===== config.mk =====
export PLATFORM = sky130hd
export DESIGN_NAME = fetch_stage
export DESIGN_NICKNAME = d
export VERILOG_FILES = /design/src/rtl/fetch_stage.sv
export SDC_FILE = /design/constraint.sdc
export NUM_CORES = 1
export LEC_CHECK = 0
export ABC_AREA = 1
export BUFFER_PORTS_ARGS = -buffer_cell sky130_fd_sc_hd__buf_2
export CORE_MARGIN = 4
export CORE_UTILIZATION = 45
export DETAILED_ROUTE_END_ITERATION = 8
export GPL_ROUTABILITY_DRIVEN = 1
export PLACE_DENSITY = 0.72
export REMOVE_ABC_BUFFERS = 1
export SYNTH_ARGS = -nofsm -noshare
export SYNTH_HDL_FRONTEND = slang
export SYNTH_SLANG_ARGS = --single-unit

===== constraint.sdc =====
create_clock -name clk -period 2.1 [get_ports clk]
set_clock_uncertainty 0.1 [all_clocks]
set_input_delay 0 -clock clk [delete_from_list [all_inputs] [get_ports clk]]
set_output_delay 0 -clock clk [all_outputs]
set_load 0.02 [all_outputs]

===== src/rtl/fetch_stage.sv =====
// Instruction-fetch stage: owns the fetch PC, drives a 1-cycle synchronous
// instruction memory and loads the IF/ID register with a 1-entry skid buffer.
module fetch_stage #(
  parameter int                    DATA_WIDTH = 32,
  parameter logic [DATA_WIDTH-1:0] RESET_PC   = '0,
  parameter logic [DATA_WIDTH-1:0] NOP_INSTR  = 32'h0000_0013
) (
  input  logic                  clk,
  input  logic                  rst,
  input  logic                  stall_d,
  input  logic                  redirect,
  input  logic [DATA_WIDTH-1:0] redirect_pc,
  output logic                  imem_req,
  output logic [DATA_WIDTH-1:0] imem_addr,
  input  logic [DATA_WIDTH-1:0] imem_rdata,
  output logic                  valid_d,
  output logic [DATA_WIDTH-1:0] instr_d,
  output logic [DATA_WIDTH-1:0] pc_d,
  output logic [DATA_WIDTH-1:0] pc_plus4_d
);

  typedef enum logic [1:0] {
    RUN  = 2'd0,
    HOLD = 2'd1,
    SKID = 2'd2
  } state_e;

  localparam logic [DATA_WIDTH-1:0] FOUR = DATA_WIDTH'(4);

  state_e                state_q;
  logic [DATA_WIDTH-1:0] pc_f_q;
  logic                  req_q;
  logic [DATA_WIDTH-1:0] req_pc_q;
  logic [DATA_WIDTH-1:0] skid_instr_q;
  logic [DATA_WIDTH-1:0] skid_pc_q;
  logic                  valid_q;
  logic [DATA_WIDTH-1:0] instr_q;
  logic [DATA_WIDTH-1:0] pc_q;
  logic [DATA_WIDTH-1:0] pc4_q;
  logic                  skid_v;
  logic                  issue;
  logic                  unused_lsb;

  // Targets are word-aligned; the low bits of redirect_pc are dropped.
  assign unused_lsb = ^redirect_pc[1:0];

  assign issue     = !rst && !stall_d && !redirect;
  assign imem_req  = issue;
  assign imem_addr = pc_f_q;
  assign skid_v    = (state_q == SKID);

  assign valid_d    = valid_q;
  assign instr_d    = instr_q;
  assign pc_d       = pc_q;
  assign pc_plus4_d = pc4_q;

  always_ff @(posedge clk) begin
    if (rst) begin
      state_q      <= RUN;
      pc_f_q       <= RESET_PC;
      req_q        <= 1'b0;
      req_pc_q     <= '0;
      skid_instr_q <= '0;
      skid_pc_q    <= '0;
      valid_q      <= 1'b0;
      instr_q      <= NOP_INSTR;
      pc_q         <= '0;
      pc4_q        <= '0;
    end else if (redirect) begin
      state_q <= RUN;
      pc_f_q  <= {redirect_pc[DATA_WIDTH-1:2], 2'b00};
      req_q   <= 1'b0;
      valid_q <= 1'b0;
      instr_q <= NOP_INSTR;
    end else begin
      req_q <= issue;
      if (issue) begin
        pc_f_q   <= pc_f_q + FOUR;
        req_pc_q <= pc_f_q;
      end
      if (!stall_d) begin
        state_q <= RUN;
        unique case (1'b1)
          skid_v: begin
            valid_q <= 1'b1;
            instr_q <= skid_instr_q;
            pc_q    <= skid_pc_q;
            pc4_q   <= skid_pc_q + FOUR;
          end
          req_q: begin
            valid_q <= 1'b1;
            instr_q <= imem_rdata;
            pc_q    <= req_pc_q;
            pc4_q   <= req_pc_q + FOUR;
          end
          default: begin
            valid_q <= 1'b0;
            instr_q <= NOP_INSTR;
          end
        endcase
      end else begin
        // Only RUN can have a response in flight; nothing issues once stalled.
        if (state_q == RUN) begin
          if (req_q) begin
            state_q      <= SKID;
            skid_instr_q <= imem_rdata;
            skid_pc_q    <= req_pc_q;
          end else begin
            state_q <= HOLD;
          end
        end
      end
    end
  end

endmodule

==> results of run 1 <==
[per-stage QoR]
step                worst slack (ps)  hold WS, ps
floorplan                      -2780        -30.9
global placement                 133          137
detailed placement              56.8          147
CTS                             40.2          143
global route                    7.82          183
finish                           158          156
[final cells by class]
type,count,area (um^2),area share
Clock inverter,7,96.3,0.00735
Timing Repair Buffer,308,2120,0.162
Sequential cell,218,4370,0.333
Multi-Input combinational cell,1044,4920,0.375
Inverter,128,489,0.0373
Clock buffer,37,761,0.0581
Tap cell,280,350,0.0267
[metal layers]
metal / vias to the layer above / global-route usage / wire, um
met5: - / 0 / 0
met4: 0 / 0.0766 / 877
met3: 65 / 0.0514 / 2580
met2: 431 / 0.397 / 14800
met1: 4793 / 0.322 / 13400
li1: 5291 / - / -
[final timing paths]
path	from	end	depth (start not counted)
worst min register to register	skid_instr_q[27]$_SDFFE_PP0P_	instr_d[27]$_SDFFE_PP0N_	2
worst max register to register	imem_addr[13]$_SDFFE_PP0P_	imem_addr[30]$_SDFFE_PP0P_	9
worst min-delay path	imem_rdata[8]	skid_instr_q[8]$_SDFFE_PP0P_	4
worst max-delay path	imem_addr[13]$_SDFFE_PP0P_	imem_addr[30]$_SDFFE_PP0P_	9
[logic make-up (layout without fill, tap and decap cells)]
| family | count (synthesis) | count (layout) | synth area share |
|---|---|---|---|
| and+or+nand+nor | 658 | 659 | 0.265 |
| AOI/OAI and AO/OA | 372 | 372 | 0.207 |
| DFF | 218 | 218 | 0.433 |
| other | 1 | 6 | 0.000372 |
| xor gates and xnor gates | 5 | 5 | 0.00435 |
| adders and majority gates | 2 | 2 | 0.00248 |
| buffers and inverters | 216 | 480 | 0.0878 |
[worst min-delay path, delay by kind of cell]
kind,cells,cell delay [ps]
AND/OR/NAND/NOR,2,120
buffers and inverters,2,620
[power breakdown]
part	leakage, uW	internal (uW)	switching [uW]
sequential	0.00177	4260	95.4
clock	0.000413	2740	1740
combinational	0.00380	379	600
total	0.00598	7380	2440
[state kept, by name (all words and copies together) (netlist names)]
signal / count
skid_instr_q: 32
state_q: 2
pc_d: 30
imem_addr: 30
valid_d: 1
skid_pc_q: 30
pc_plus4_d: 30
req_pc_q: 30
req_q: 1
instr_d: 32
[cell usage in the layout, fill, tap and decap left out, types with 7 or more instances in the layout]
| cell type | count |
|---|---|
| a211oi_1 | 10 |
| a21oi_1 | 129 |
| a31oi_1 | 8 |
| buf_2 | 189 |
| buf_4 | 39 |
| clkbuf_16 | 26 |
| clkbuf_8 | 9 |
| dfxtp_1 | 217 |
| dlygate4sd3_1 | 70 |
| inv_1 | 123 |
| nand2_1 | 325 |
| nand3_1 | 61 |
| nor2_1 | 218 |
| nor2_2 | 15 |
| nor3_1 | 12 |
| o211ai_1 | 8 |
| o21a_1 | 23 |
| o21ai_0 | 154 |
| o21ai_1 | 7 |
[what timing repair did]
item,CTS,global route
hold endpoints to repair,97,0
setup buffers,0,2
resized for setup,0,28
setup endpoints to repair,0,21
hold buffers,70,0
==> impl_metrics.json, run 1 <==
{
  "run_status": "complete, no violations",
  "crit_chain": "nand2_1, nor2_1, nand2_1, inv_1, nand2_1, a21oi_1, nand2_1, nand2_1, inv_1",
  "startpoint_type": "flip-flop",
  "fillers": 2010,
  "die_h_um": 158,
  "vias": 10580,
  "drc": 0,
  "cap_violations": 0,
  "grt_pass1_vias": 10075,
  "clk_latency_ps": 520,
  "fin_cells": 2022,
  "fp.coreArea_um2": 21900,
  "antenna_found_initial": 0,
  "seq_area_frac_synth": 0.433,
  "grt-ovfl-total": 0,
  "critPathBufInv": 2,
  "ys.flop_type": "dfxtp_1",
  "wl_um": 31600,
  "tightestPinTransition_ps": 701,
  "dieWidth_um": 158,
  "cts_tree": "built",
  "synthToLayoutAreaGrowth_pct": 30.1,
  "initialDrtViolationCount": 651,
  "reg2reg_setup_slack_ps": 160,
  "numPortBuffers": 189,
  "synth_commonest_cells": "328 x nand2_1, 226 x nor2_1, 218 x dfxtp_1, 156 x o21ai_0, 129 x a21oi_1",
  "drive_above_1_share": 0.184,
  "synth_area_leaders": "dfxtp_1 43%, nand2_1 12%, nor2_1 8.4%, o21ai_0 7.7%, a21oi_1 6.4%",
  "dpl_cell_area_um2": 11400,
  "crit_slowest_cell": "dfxtp_1",
  "final_nets": 1794,
  "final_cell_area_um2": 13100,
  "peakVddDrop_v": 0.000679,
  "grt_pass1_wl_um": 50000,
  "fin_util": 0.599,
  "critPathRequiredTime_ps": 2410,
  "maxSlewViolCount": 0,
  "synth_most_common_cell": "nand2_1",
  "dp_hpwl_um": 20900,
  "synth_edf_count": 0,
  "path_max_fanout": 7,
  "track_usage": 0.243,
  "cpMostUsedCell": "nand2_1",
  "min_period_over_period": 0.925,
  "start_util": 0.460,
  "synthDistinctLibCells": 44,
  "ys.warnings.count": 0,
  "synth-async-reset-ratio": 0,
  "synth.avg_cell_area_um2": 6.84,
  "clock-sinks": 218,
  "vias_per_cell": 5.23,
  "finalSetupViolCount": 0,
  "htreeDepth": 1,
  "relSlewSlack": 0.528,
  "total_power_uw": 9820,
  "finalHoldViolCount": 0,
  "worst-setup-path-type": "flip-flop to flip-flop",
  "power_density_nw_per_um2": 749,
  "netlist_area_um2": 10100,
  "dr.pass1.iters": 7,
  "hold_class": "primary input to flip-flop",
  "numCtsBuffers": 24,
  "synth_seq_cells": 218,
  "synthCells": 1472,
  "end_kind": "flip-flop",
  "cp.arrival_ps": 2250,
  "cts.path.max_buffers": 3,
  "min_period_ps": 1940,
  "io_pins": 198,
  "ant_nets": 0,
  "rows": 54,
  "cts_root_buf": "clkbuf_16",
  "grt_max_degree": 128,
  "rsz0062_at_grt": "no",
  "synth_top_area_cell": "dfxtp_1",
  "gp_congestion": 0.896,
  "critical_path.top_delay_family": "simple AND/OR/NAND/NOR gates",
  "synth_top_area_frac": 0.433,
  "n_antenna_cell": 0,
  "routedWlPerCell_um": 15.6,
  "fin_setup_tns_ps": 0,
  "p_leak_uw": 0.00598,
  "slowest_delay_ps": 510,
  "fmax_mhz": 515,
  "path_clk_slew_ps": 60,
  "die_area_um2": 24800,
  "dp_cells": 1904
}
Power figures use the tool's default switching activity.
==> run 2: changes to the inputs <==
- BUFFER_PORTS_ARGS: -buffer_cell sky130_fd_sc_hd__buf_2 -> unset
- DONT_BUFFER_PORTS: unset -> 1
- PLACE_DENSITY: 0.72 -> 0.65
==> run 2 against run 1 <==
  * Global-route usage rose by 0.47 points
  * Via count fell by 4.2%
  * Count of clock-buffer cells in the layout down 2
  * Critical path type is now primary input to flip-flop
  * Critical path depth shrank 1
  * Sequential power up 1%
  * Maximum frequency is 2.5% lower
  * Largest power group unchanged
  * Utilization decreased by 0.47 points
  * Total power rose by 3.9%
  * Cell count fell by 5.4%
  * Register-to-register slack lost 30 ps
  * Clock power up 8.7%
  * Sequential share of layout area is 0.30 points higher
==> impl_metrics.json, run 2 (synthesis gave the netlist of run 1 again) <==
{
  "run_status": "complete, no violations",
  "grt_pass1_wl_um": 50800,
  "setup_ws_ps": 109,
  "cap_violations": 0,
  "finalHoldWorstSlack_ps": 77.0,
  "final_nets": 1682,
  "track_usage": 0.247,
  "setup.worst_path.end": "req_pc_q[12]$_SDFFE_PP0P_",
  "hold_class": "primary input to flip-flop",
  "place_ws_ps": 61.1,
  "wl_um": 31800,
  "dr.pass1.iters": 5,
  "r2r_cells": 8,
  "cts_tree": "built",
  "whs_path_depth": 3,
  "peakVddDrop_v": 0.000565,
  "io_pins": 198,
  "crit_path_start": "rst",
  "finalSetupViolCount": 0,
  "worst-setup-path-type": "primary input to flip-flop",
  "vias": 10134,
  "most-common-layout-cells": "325 x nand2_1, 218 x nor2_1, 214 x dfxtp_1",
  "relSlewSlack": 0.582,
  "critPathRequiredTime_ps": 2440,
  "fp.coreArea_um2": 21900,
  "power_density_nw_per_um2": 785,
  "start_util": 0.460,
  "path_clk_slew_ps": 60,
  "initialDrtViolationCount": 608,
  "numPortBuffers": 0,
  "die_h_um": 158,
  "finalHoldViolCount": 0,
  "dpl_cell_area_um2": 10700,
  "reg2reg_setup_slack_ps": 130,
  "final_common_cell": "nand2_1",
  "switching_share": 0.242,
  "min_period_over_period": 0.948,
  "total_power_uw": 10200,
  "numCtsBuffers": 25,
  "seq_power_share": 0.433,
  "htreeDepth": 1,
  "fmax_mhz": 502,
  "fin_setup_tns_ps": 0,
  "final_cell_area_um2": 13000,
  "ant_nets": 0,
  "path_max_fanout": 58,
  "clk_latency_ps": 530,
  "multi_input_area_um2": 4930,
  "cp.arrival_ps": 2340,
  "min_period_ps": 1990,
  "cts.path.max_buffers": 3,
  "vias_per_cell": 5.30,
  "dieWidth_um": 158,
  "gp_congestion": 0.880,
  "fillers": 2030,
  "p_leak_uw": 0.00544,
  "grt-ovfl-total": 0,
  "grt_max_degree": 128,
  "maxSlewViolCount": 0,
  "drive_above_1_share": 0.0982,
  "tightestPinTransition_ps": 620,
  "p_clk_frac": 0.477,
  "seqCellArea_um2": 4370,
  "r2r_end": "imem_addr[7]$_SDFFE_PP0P_",
  "grt_pass1_vias": 9937,
  "die_area_um2": 24800,
  "cts_root_buf": "clkbuf_16",
  "clock-sinks": 218,
  "drc": 0,
  "antenna_found_initial": 2,
  "rsz0062_at_grt": "yes",
  "combPwrFrac": 0.090,
  "p_switching_uw": 2470,
  "internal-power_uw": 7730,
  "dp_hpwl_um": 19800,
  "synthToLayoutAreaGrowth_pct": 29.0,
  "startpoint_type": "primary input",
  "routedWlPerCell_um": 16.6,
  "rows": 54,
  "r2r_start": "imem_addr[5]$_SDFFE_PP0P_",
  "end_kind": "flip-flop"
}
[run 2: cell types whose count changed in the layout (fill, tap and decap cells not counted), sizes merged, moves of 2 or more]
cell / change
buf: -164
dlygate4sd3: +47
bufinv: +4
dlymetal6s4s: +3
clkinvlp: -2
diode: +2
[run 2: worst max-delay path, stage by stage]
cell	delay, ps
dlygate4sd3_1	610
buf_16	220
nor2_2	160
nand2_2	80
inv_1	440
nand2_1	130
dlygate4sd3_1	590
o31ai_1	60
[run 2: worst min-delay path by stage]
stage,start,slack (ps),to
6_report,redirect,80,imem_addr[4]$_SDFFE_PP0P_
5_1_grt,redirect,110,imem_addr[4]$_SDFFE_PP0P_
4_1_cts,redirect,70,imem_addr[4]$_SDFFE_PP0P_
3_5_place_dp,rst,-20,pc_d[26]$_SDFFE_PP0P_
3_3_place_gp,rst,-20,pc_d[28]$_SDFFE_PP0P_
2_1_floorplan,rst,-30,imem_addr[13]$_SDFFE_PP0P_
[run 2: power by group through the flow]
stage                     clock (uW)  combinational, uW  sequential [uW]
after CTS                       4940                892             4410
final                           4870                922             4410
after global placement             0                647             4500
after global routing            5110               1010             4430
after floorplan                    0                368             4530
after detailed placement           0                658             4500
[run 2: layer usage]
layer	wire, um	part of all wire	vias up	global-route usage
met5	0	0	-	0
met4	849	0.027	0	0.0770
met3	2580	0.081	58	0.0610
met2	15300	0.48	349	0.424
met1	13100	0.41	4672	0.308
li1	-	-	5055	-
[run 2: layout make-up]
cell class / count / share of cell area
Antenna cell: 2 / 0.000385
Clock buffer: 35 / 0.0541
Clock inverter: 10 / 0.0165
Inverter: 128 / 0.0378
Multi-Input combinational cell: 1044 / 0.379
Sequential cell: 218 / 0.336
Tap cell: 280 / 0.0270
Timing Repair Buffer: 195 / 0.149
[run 2: what timing repair did]
action | CTS | global route
buffers inserted | 0 | 1
hold endpoints to repair | 205 | 0
endpoints found under the setup margin | 0 | 76
gates resized for setup | 0 | 35
hold buffers | 122 | 0
[run 2: through the flow]
step | util | instances
final | 0.594 | 1912
after global routing | 0.594 | 1912
after CTS | 0.585 | 1906
after detailed placement | 0.487 | 1739
after global placement | 0.487 | 1739
after floorplan | - | 1389
==> run 3: changes to the inputs <==
- ABC_CLOCK_PERIOD_IN_PS: unset -> 2100
- MAX_ROUTING_LAYER: unset -> met4
==> run 3 against run 2 <==
  * Utilization down 0.85 points
  * Sequential power about the same
  * Worst setup slack worse by 3.8 ps
  * Cell count down 0.42%
  * Total power down 5.7%
  * Largest power group is now sequential cells
  * Largest cell class unchanged
==> impl_metrics.json, run 3 (synthesis gave the netlist of run 1 again) <==
{
  "dp_hpwl_um": 19600,
  "gp_congestion": 0.917,
  "critical_path.top_delay_family": "buffers and inverters",
  "critPathRequiredTime_ps": 2450,
  "fmax_mhz": 501,
  "min_period_over_period": 0.950,
  "cpMostUsedCell": "nand2_1",
  "end_kind": "flip-flop",
  "grt_pass1_wl_um": 50100,
  "cts_setup_buffers": 0,
  "finalSetupViolCount": 0,
  "wl_um": 30900,
  "crit_slowest_cell": "dlygate4sd3_1",
  "vias_per_cell": 5.26,
  "cp.arrival_ps": 2350,
  "maxSlewViolCount": 0,
  "vias": 10018,
  "cts.path.max_buffers": 3,
  "path_max_fanout": 4,
  "path_clk_slew_ps": 70,
  "rsz0062_at_grt": "yes",
  "slowest_delay_ps": 570,
  "grt_max_degree": 128,
  "htreeDepth": 1,
  "start_util": 0.460,
  "finalHoldWorstSlack_ps": 73.8,
  "die_area_um2": 24800,
  "fin_cells": 1904,
  "tightestPinTransition_ps": 610,
  "most-common-layout-cells": "327 x nand2_1, 222 x nor2_1, 216 x dfxtp_1",
  "setup_ws_ps": 105,
  "finalHoldViolCount": 0,
  "hold_class": "primary input to flip-flop",
  "drive_above_1_share": 0.0918,
  "clock-sinks": 218,
  "min_period_ps": 1990,
  "final_common_cell": "nand2_1",
  "run_status": "complete, no violations",
  "place_ws_ps": 60.8,
  "track_usage": 0.252,
  "relSlewSlack": 0.589,
  "routedWlPerCell_um": 16.2,
  "dr.pass1.iters": 5,
  "initialDrtViolationCount": 622,
  "worst-setup-path-type": "flip-flop to flip-flop",
  "antenna_found_initial": 1,
  "cts_tree": "built",
  "drc": 0,
  "startpoint_type": "flip-flop",
  "crit_chain": "nand2_1, nor2_1, buf_4, nand2_1, nor2_2, a22oi_1, dlygate4sd3_1, a21oi_1",
  "cap_violations": 0,
  "fillers": 2019,
  "peakVddDrop_v": 0.000543,
  "grt_pass1_vias": 9905,
  "synthToLayoutAreaGrowth_pct": 27.2,
  "numPortBuffers": 0,
  "fp.coreArea_um2": 21900,
  "p_leak_uw": 0.00535,
  "fin_setup_tns_ps": 0,
  "dieWidth_um": 158,
  "dp_cells": 1738,
  "io_pins": 198,
  "cts_root_buf": "clkbuf_16",
  "grt-ovfl-total": 0,
  "ant_nets": 0,
  "final_nets": 1676,
  "power_density_nw_per_um2": 751,
  "critPathBufInv": 2,
  "rows": 54,
  "die_h_um": 158,
  "numCtsBuffers": 24,
  "clk_latency_ps": 520
}
run 3: what timing repair did:
item                       CTS  global route
setup endpoints to repair    0            48
hold buffers               121             0
hold endpoints to repair   200             0
gates resized for setup      0            20
run 3: report_power, final:
group | switching, uW | internal, uW
clock network | 1700 | 2600
registers | 148 | 4270
logic | 521 | 385
total | 2370 | 7250
run 3: worst register-to-register path: cells and delay by family (launching register included):
family | cells | cell delay, ps
simple gates | 4 | 460
buf+inv | 2 | 720
flops | 1 | 440
compound gates | 2 | 220
run 3: through the flow:
stage	total power (uW)	cell area, um^2	util
6_report	9620	12800	0.585
5_1_grt	10000	12800	0.585
4_1_cts	9700	12700	0.582
3_5_place_dp	5160	10700	0.487
3_3_place_gp	5150	10700	0.487
2_1_floorplan	4900	9690	-
run 3: final timing paths:
check                           cells after the start  slack (ps)                    startpoint                         end
worst min register to register                      2         350  skid_instr_q[9]$_SDFFE_PP0P_     instr_d[9]$_SDFFE_PP0N_
worst min-delay path                                5          70                       stall_d   imem_addr[5]$_SDFFE_PP0P_
worst max-delay path                                8         110    imem_addr[13]$_SDFFE_PP0P_  imem_addr[15]$_SDFFE_PP0P_
worst max register to register                      8         110    imem_addr[13]$_SDFFE_PP0P_  imem_addr[15]$_SDFFE_PP0P_
run 3: final cells by class:
class                   count  area, um^2  area share
multi-input cells        1044        4910       0.383
flip-flops and latches    218        4370       0.341
repair buffers            190        1890       0.148
clock buffers              36         717      0.0560
inverters                 128         487      0.0380
well taps                 280         350      0.0273
clock inverters             7        91.3     0.00713
diodes                      1        2.50    0.000195
run 3: metal layers:
| metal | vias up | track usage | part of all wire |
|---|---|---|---|
| met5 | - | - | 0 |
| met4 | 0 | 0.0569 | 0.017 |
| met3 | 39 | 0.0541 | 0.077 |
| met2 | 315 | 0.427 | 0.48 |
| met1 | 4613 | 0.309 | 0.42 |
| li1 | 5051 | - | - |
